### config.mk
export PLATFORM = sky130hd
export DESIGN_NAME = add_sub_unit_flat
export DESIGN_NICKNAME = d
export VERILOG_FILES = /design/src/rtl/add_sub_unit_pkg.sv /design/src/rtl/add_sub_unit_if.sv /design/src/rtl/add_sub_unit_full_adder_bit.sv /design/src/rtl/add_sub_unit.sv /design/src/flat_wrapper.sv
export SDC_FILE = /design/constraint.sdc
export NUM_CORES = 1
export LEC_CHECK = 0
export ABC_CLOCK_PERIOD_IN_PS = 24900
export CORE_UTILIZATION = 30
export CTS_CLUSTER_SIZE = 14
export DETAILED_ROUTE_END_ITERATION = 10
export DONT_BUFFER_PORTS = 1
export REMOVE_ABC_BUFFERS = 1
export SLEW_MARGIN = 20
export SYNTH_ARGS = -nofsm -noshare
export SYNTH_HDL_FRONTEND = slang
export SYNTH_SLANG_ARGS = --single-unit
### constraint.sdc
create_clock -name clk -period 24.9 [get_ports clk]
set_clock_uncertainty 0.2 [all_clocks]
set_input_delay 1.245 -clock clk [delete_from_list [all_inputs] [get_ports clk]]
set_output_delay 1.245 -clock clk [all_outputs]
set_load 0.01 [all_outputs]
### src/rtl/add_sub_unit_pkg.sv
// ---------------------------------------------------------------------------
// add_sub_unit_pkg
// Shared constants for the add/subtract datapath core.
//   DATA_SIZE_DEFAULT : default operand/result width in bits
//   ADD / SUB         : encoding of the add_sub control input
// ---------------------------------------------------------------------------
package add_sub_unit_pkg;

    localparam int   DATA_SIZE_DEFAULT = 32;

    localparam logic ADD = 1'b0;
    localparam logic SUB = 1'b1;

endpackage : add_sub_unit_pkg

### src/rtl/add_sub_unit_if.sv
// ---------------------------------------------------------------------------
// add_sub_unit_if
// Operand/result bundle of the add/subtract unit.
//   master : drives data_a, data_b, add_sub, in_valid; observes the results
//   slave  : the arithmetic unit; consumes operands, drives sum_out, carry,
//            overflow, zero, negative, out_valid
// ---------------------------------------------------------------------------
interface add_sub_unit_if
    import add_sub_unit_pkg::*;
#(
    parameter int DATA_SIZE = DATA_SIZE_DEFAULT
);

    logic [DATA_SIZE-1:0] data_a;
    logic [DATA_SIZE-1:0] data_b;
    logic                 add_sub;
    logic                 in_valid;
    logic [DATA_SIZE-1:0] sum_out;
    logic                 carry;
    logic                 overflow;
    logic                 zero;
    logic                 negative;
    logic                 out_valid;

    modport master (
        output data_a, data_b, add_sub, in_valid,
        input  sum_out, carry, overflow, zero, negative, out_valid
    );

    modport slave (
        input  data_a, data_b, add_sub, in_valid,
        output sum_out, carry, overflow, zero, negative, out_valid
    );

endinterface : add_sub_unit_if

### src/rtl/add_sub_unit_full_adder_bit.sv
// ---------------------------------------------------------------------------
// full_adder_bit
// One-bit full adder, the building block of the ripple-carry chain.
//   a, b, cin : addend bits and incoming carry
//   s         : sum bit
//   cout      : outgoing carry (majority of a, b, cin)
// ---------------------------------------------------------------------------
module full_adder_bit (
    input  logic a,
    input  logic b,
    input  logic cin,
    output logic s,
    output logic cout
);

    assign s    = a ^ b ^ cin;
    assign cout = (a & b) | (a & cin) | (b & cin);

endmodule : full_adder_bit

### src/rtl/add_sub_unit.sv
// ---------------------------------------------------------------------------
// add_sub_unit
// Two's-complement adder/subtractor with registered result and flags.
// Subtraction is A + ~B + 1: B is conditionally inverted and the add_sub bit
// is injected as the carry-in of bit 0.
//   clk   : system clock, rising edge
//   reset : synchronous, active-high; clears all outputs
//   bus   : add_sub_unit_if.slave (operands, control, result and flags)
// Latency is one cycle; one operation per cycle, no back-pressure.
// ---------------------------------------------------------------------------
module add_sub_unit
    import add_sub_unit_pkg::*;
#(
    parameter int DATA_SIZE = DATA_SIZE_DEFAULT
) (
    input  logic           clk,
    input  logic           reset,
    add_sub_unit_if.slave  bus
);

    // Combinational datapath
    logic                 b_invert_s;
    logic [DATA_SIZE-1:0] b_eff_s;
    logic [DATA_SIZE:0]   carry_chain_s;
    logic [DATA_SIZE-1:0] sum_s;
    logic                 overflow_s;

    // Result/flag registers
    logic [DATA_SIZE-1:0] sum_d,       sum_q;
    logic                 carry_d,     carry_q;
    logic                 overflow_d,  overflow_q;
    logic                 zero_d,      zero_q;
    logic                 negative_d,  negative_q;
    logic                 out_valid_d, out_valid_q;

    assign b_invert_s       = (bus.add_sub == SUB);
    assign b_eff_s          = bus.data_b ^ {DATA_SIZE{b_invert_s}};
    // The "+1" of the two's-complement negation enters as carry-in.
    assign carry_chain_s[0] = b_invert_s;

    for (genvar i = 0; i < DATA_SIZE; i++) begin : g_bit
        full_adder_bit u_fa (
            .a    (bus.data_a[i]),
            .b    (b_eff_s[i]),
            .cin  (carry_chain_s[i]),
            .s    (sum_s[i]),
            .cout (carry_chain_s[i+1])
        );
    end

    // Signed overflow: carry into the sign bit differs from carry out of it.
    assign overflow_s = carry_chain_s[DATA_SIZE] ^ carry_chain_s[DATA_SIZE-1];

    // Next-state: capture a new result on in_valid, otherwise hold the result.
    always_comb begin
        sum_d       = sum_q;
        carry_d     = carry_q;
        overflow_d  = overflow_q;
        zero_d      = zero_q;
        negative_d  = negative_q;
        out_valid_d = 1'b0;
        if (bus.in_valid) begin
            sum_d       = sum_s;
            carry_d     = carry_chain_s[DATA_SIZE];
            overflow_d  = overflow_s;
            zero_d      = (sum_s == {DATA_SIZE{1'b0}});
            negative_d  = sum_s[DATA_SIZE-1];
            out_valid_d = 1'b1;
        end else begin
            out_valid_d = 1'b0;
        end
    end

    // Result register with synchronous reset taking priority over in_valid.
    always_ff @(posedge clk) begin
        if (reset) begin
            sum_q       <= {DATA_SIZE{1'b0}};
            carry_q     <= 1'b0;
            overflow_q  <= 1'b0;
            zero_q      <= 1'b0;
            negative_q  <= 1'b0;
            out_valid_q <= 1'b0;
        end else begin
            sum_q       <= sum_d;
            carry_q     <= carry_d;
            overflow_q  <= overflow_d;
            zero_q      <= zero_d;
            negative_q  <= negative_d;
            out_valid_q <= out_valid_d;
        end
    end

    assign bus.sum_out   = sum_q;
    assign bus.carry     = carry_q;
    assign bus.overflow  = overflow_q;
    assign bus.zero      = zero_q;
    assign bus.negative  = negative_q;
    assign bus.out_valid = out_valid_q;

endmodule : add_sub_unit

### src/flat_wrapper.sv
// flat-port wrapper written by rule: the top's interface ports become plain ports
module add_sub_unit_flat import add_sub_unit_pkg::*;
#(
    parameter int DATA_SIZE = DATA_SIZE_DEFAULT
)
  (clk, reset, bus_data_a, bus_data_b, bus_add_sub, bus_in_valid, bus_sum_out, bus_carry, bus_overflow, bus_zero, bus_negative, bus_out_valid);
  add_sub_unit_if #(.DATA_SIZE(DATA_SIZE)) bus_i ();
  input  logic clk;
  input  logic reset;
  input wire logic [$bits(bus_i.data_a)-1:0] bus_data_a;
  input wire logic [$bits(bus_i.data_b)-1:0] bus_data_b;
  input wire logic [$bits(bus_i.add_sub)-1:0] bus_add_sub;
  input wire logic [$bits(bus_i.in_valid)-1:0] bus_in_valid;
  output wire logic [$bits(bus_i.sum_out)-1:0] bus_sum_out;
  output wire logic [$bits(bus_i.carry)-1:0] bus_carry;
  output wire logic [$bits(bus_i.overflow)-1:0] bus_overflow;
  output wire logic [$bits(bus_i.zero)-1:0] bus_zero;
  output wire logic [$bits(bus_i.negative)-1:0] bus_negative;
  output wire logic [$bits(bus_i.out_valid)-1:0] bus_out_valid;
  assign bus_i.data_a = bus_data_a;
  assign bus_i.data_b = bus_data_b;
  assign bus_i.add_sub = bus_add_sub;
  assign bus_i.in_valid = bus_in_valid;
  assign bus_sum_out = bus_i.sum_out;
  assign bus_carry = bus_i.carry;
  assign bus_overflow = bus_i.overflow;
  assign bus_zero = bus_i.zero;
  assign bus_negative = bus_i.negative;
  assign bus_out_valid = bus_i.out_valid;
  add_sub_unit #(.DATA_SIZE(DATA_SIZE)) u_core (.clk(clk), .reset(reset), .bus(bus_i));
endmodule
==> flow_metrics.py <==
metrics = {
    "status": {
        "status": "completed",
    },
    "timing": {
        "hold_viol": 0,
        "final-max-slew-violation-count": 0,
        "tightest_slew_ns": 0.4058,
        "whs_ns": 0.3187,
        "period_minus_slack_ns": 14.29,
        "relSlewSlack_pct": 72.70,
        "setup-tns-final_ns": 0,
        "post-route-period-util_pct": 57.39,
        "rsz0062_at_grt": "no",
        "setup_viol": 0,
        "max_freq_mhz": 69.98,
    },
    "cells_and_area": {
        "fillers": 789,
        "area_growth_pct": 5.731,
        "num_antenna_cells": 0,
        "nets": 320,
        "area.sequential_um2": 720.7,
        "drive_gt1_share_pct": 3.153,
        "multi_input_area_um2": 1423,
        "final_cells": 321,
    },
    "cts": {
        "post-cts-setup-buffer-count": 0,
        "cts.clk_slew.worst_paths_ns": 0.07,
        "max-clock-path-buffers": 2,
        "cts_tree": "built",
        "clk_latency_ns": 0.28,
        "postCtsHoldBufs": 0,
        "post_cts_resized": 0,
        "clock-root-buffer": "clkbuf_8",
        "cts_made_buffers": 5,
        "htree_levels": 2,
        "cts_sinks": 36,
    },
    "placed_design": {
        "place_hpwl_um": 4173,
        "port_buffers": 0,
        "gp_congestion": 0.7271,
        "dp_cells": 313,
    },
    "floorplan": {
        "core_area_um2": 7408,
        "die_width_um": 90.24,
        "row_count": 31,
        "io_pins": 105,
        "die_h_um": 90.24,
        "die_area_um2": 8143,
        "start_util_pct": 31.53,
    },
    "synthesis": {
        "synth_area_leaders": "dfxtp_1, fa_1, xnor2_1",
        "synthArstFlopShare_pct": 0,
        "synthesis.area_um2": 2336,
        "yosys_warnings": 0,
        "synth-compound-area-share_pct": 9.588,
        "synth-simple-area-share_pct": 9.748,
        "netlist_instances": 230,
        "synth_seq_cells": 36,
        "synth.distinct_cells": 25,
        "muxShareOfSynthArea_pct": 2.625,
        "avgSynthCellArea_um2": 10.16,
        "yosysTopAreaCellShare_pct": 30.85,
        "yosys.area_share.xor_xnor_pct": 12.37,
        "synth_fa_ha_area_share_pct": 26.57,
        "synthFlopType": "dfxtp_1",
        "synth_top_cell_by_area": "dfxtp_1",
        "synth_top_family_by_area": "adder cells",
        "synth-seq-area-share_pct": 30.85,
        "synth-edff-count": 0,
    },
    "setup_path": {
        "critPathTopFamily": "adder cells",
        "worstSetupPathType": "in -> reg",
        "crit_top_cell": "fa_1",
        "worstPathRequired_ns": 24.93,
        "r2r_setup_slack_ns": 23.93,
        "cp-start-kind": "input port",
        "crit_slowest_cell": "fa_1",
        "setup.worst_path.end_class": "flop",
        "crit_buf_inv": 2,
        "worst_r2r_path_depth": 2,
        "slowest_delay_ns": 0.45,
        "rr_startpoint": "u_core.bus.zero",
        "critical_path_arrival_ns": 14.32,
        "crit_fanout": 32,
        "r2r-end": "u_core.bus.zero",
    },
    "power_and_ir_drop": {
        "leakage_nw": 0.9626,
        "p_per_area_nw_per_um2": 64.98,
        "ir_drop_v": 0.00002197,
    },
    "grt": {
        "grt_overflow": 0,
        "antenna_found_initial": 0,
        "grt_pass1_vias": 1544,
        "grt_util_all_layers_pct": 13.61,
        "grt_pass1_wl_um": 8404,
        "grt_max_degree": 66,
    },
    "detailed_routing": {
        "avgRoutedWirePerCell_um": 16.40,
        "dr.pass1.iters": 4,
        "drt_iter0_markers": 50,
        "viasPerCell": 4.673,
        "num_vias": 1500,
        "ant_nets": 0,
        "wl_um": 5265,
        "drc": 0,
    },
    "flow_run": {
        "drv_cap": 0,
    },
    "worst_hold_path": {
        "whs_path_depth": 2,
        "hold_path.class": "reg -> reg",
        "holdCritStartpoint": "u_core.bus.sum_out[5]",
        "min_to": "u_core.bus.sum_out[5]",
    },
}
worst reg2reg max path: stages (launching register included):
cell and delay (ns):
dfxtp_1 0.35, nor3b_1 0.15, a31o_1 0.17
metrics by stage:
stage | setup slack [ns] | util [%] | cell area, um^2 | total power (W)
global route | 10.08 | 33.34 | 2470 | 0.0001725
CTS | 10.46 | 33.34 | 2470 | 0.0001641
global placement | 10.35 | 32.12 | 2380 | 0.0001191
finish | 10.61 | 33.34 | 2470 | 0.0001605
detailed placement | 10.16 | 32.12 | 2380 | 0.0001201
floorplan | 11.13 | - | 2256 | 0.0001058
flip-flops by register name (all words and copies together), names as in the netlist:
name and count:
u_core.bus.carry 1, u_core.bus.out_valid 1, u_core.bus.sum_out 31, u_core.bus.overflow 1
u_core.bus.negative 1, u_core.bus.zero 1
final cells by class:
class	count	share of cell area, %
inverter	30	4.559
tap	99	5.015
clock buffer	8	3.647
sequential	36	29.18
multi-input combinational	148	57.60
cell families (layout without fill, tap and decap cells):
group           count (synthesis)  after routing
xor+xnor                       33             33
fa+ha+maj                      31             31
compound gates                 30             30
mux                             6              6
simple gates                   48             48
flops                          36             36
buf+inv                        46             38
cell usage after synthesis (2+ instances only):
cell type and number:
fa_1 31, clkbuf_1 3, inv_1 30, buf_4 2, xnor2_1 30, mux2i_1 5
xor2_1 3, and4_1 2, nor2_1 35, nand4_1 3, dfxtp_1 36, a211oi_1 28
buf_2 10
worst max-delay path by stage:
| stage | start | slack (ns) | endpoint | depth (start not counted) |
|---|---|---|---|---|
| floorplan | bus_add_sub | 11.13 | u_core.bus.zero | 37 |
| global placement | bus_add_sub | 10.35 | u_core.bus.zero | 37 |
| detailed placement | bus_add_sub | 10.16 | u_core.bus.zero | 37 |
| CTS | bus_add_sub | 10.46 | u_core.bus.zero | 37 |
| global route | bus_add_sub | 10.08 | u_core.bus.zero | 37 |
| finish | bus_add_sub | 10.61 | u_core.bus.zero | 37 |
report_power, final:
| group | internal (W) | switching [W] | total (W) |
|---|---|---|---|
| logic | 0.0000224 | 0.0000225 | 0.0000450 |
| clock network | 0.0000226 | 0.0000208 | 0.0000434 |
| registers | 0.0000644 | 0.00000777 | 0.0000721 |
metal layers:
layer	track usage, %	vias to the layer above	wire [um]
li1	-	719	-
met4	3.226	0	24
met5	0	-	0
met3	4.653	2	402
met2	21.63	58	2449
met1	17.76	721	2389
cell usage in the layout, fill, tap and decap left out:
master	count
dfxtp_1	36
nor2_1	35
fa_1	31
inv_1	30
xnor2_1	30
a211oi_1	28
clkbuf_8	6
mux2i_1	5
xor2_1	3
nand4_1	3
and4_1	2
clkbuf_1	2
mux2_2	1
nand4bb_1	1
nand4b_1	1
nor4_1	1
nand2_1	1
and4b_1	1
and3_1	1
nor3b_1	1
a31o_1	1
nor2b_1	1
o21ai_0	1
No activity file was read; power rests on OpenSTA's default activity.
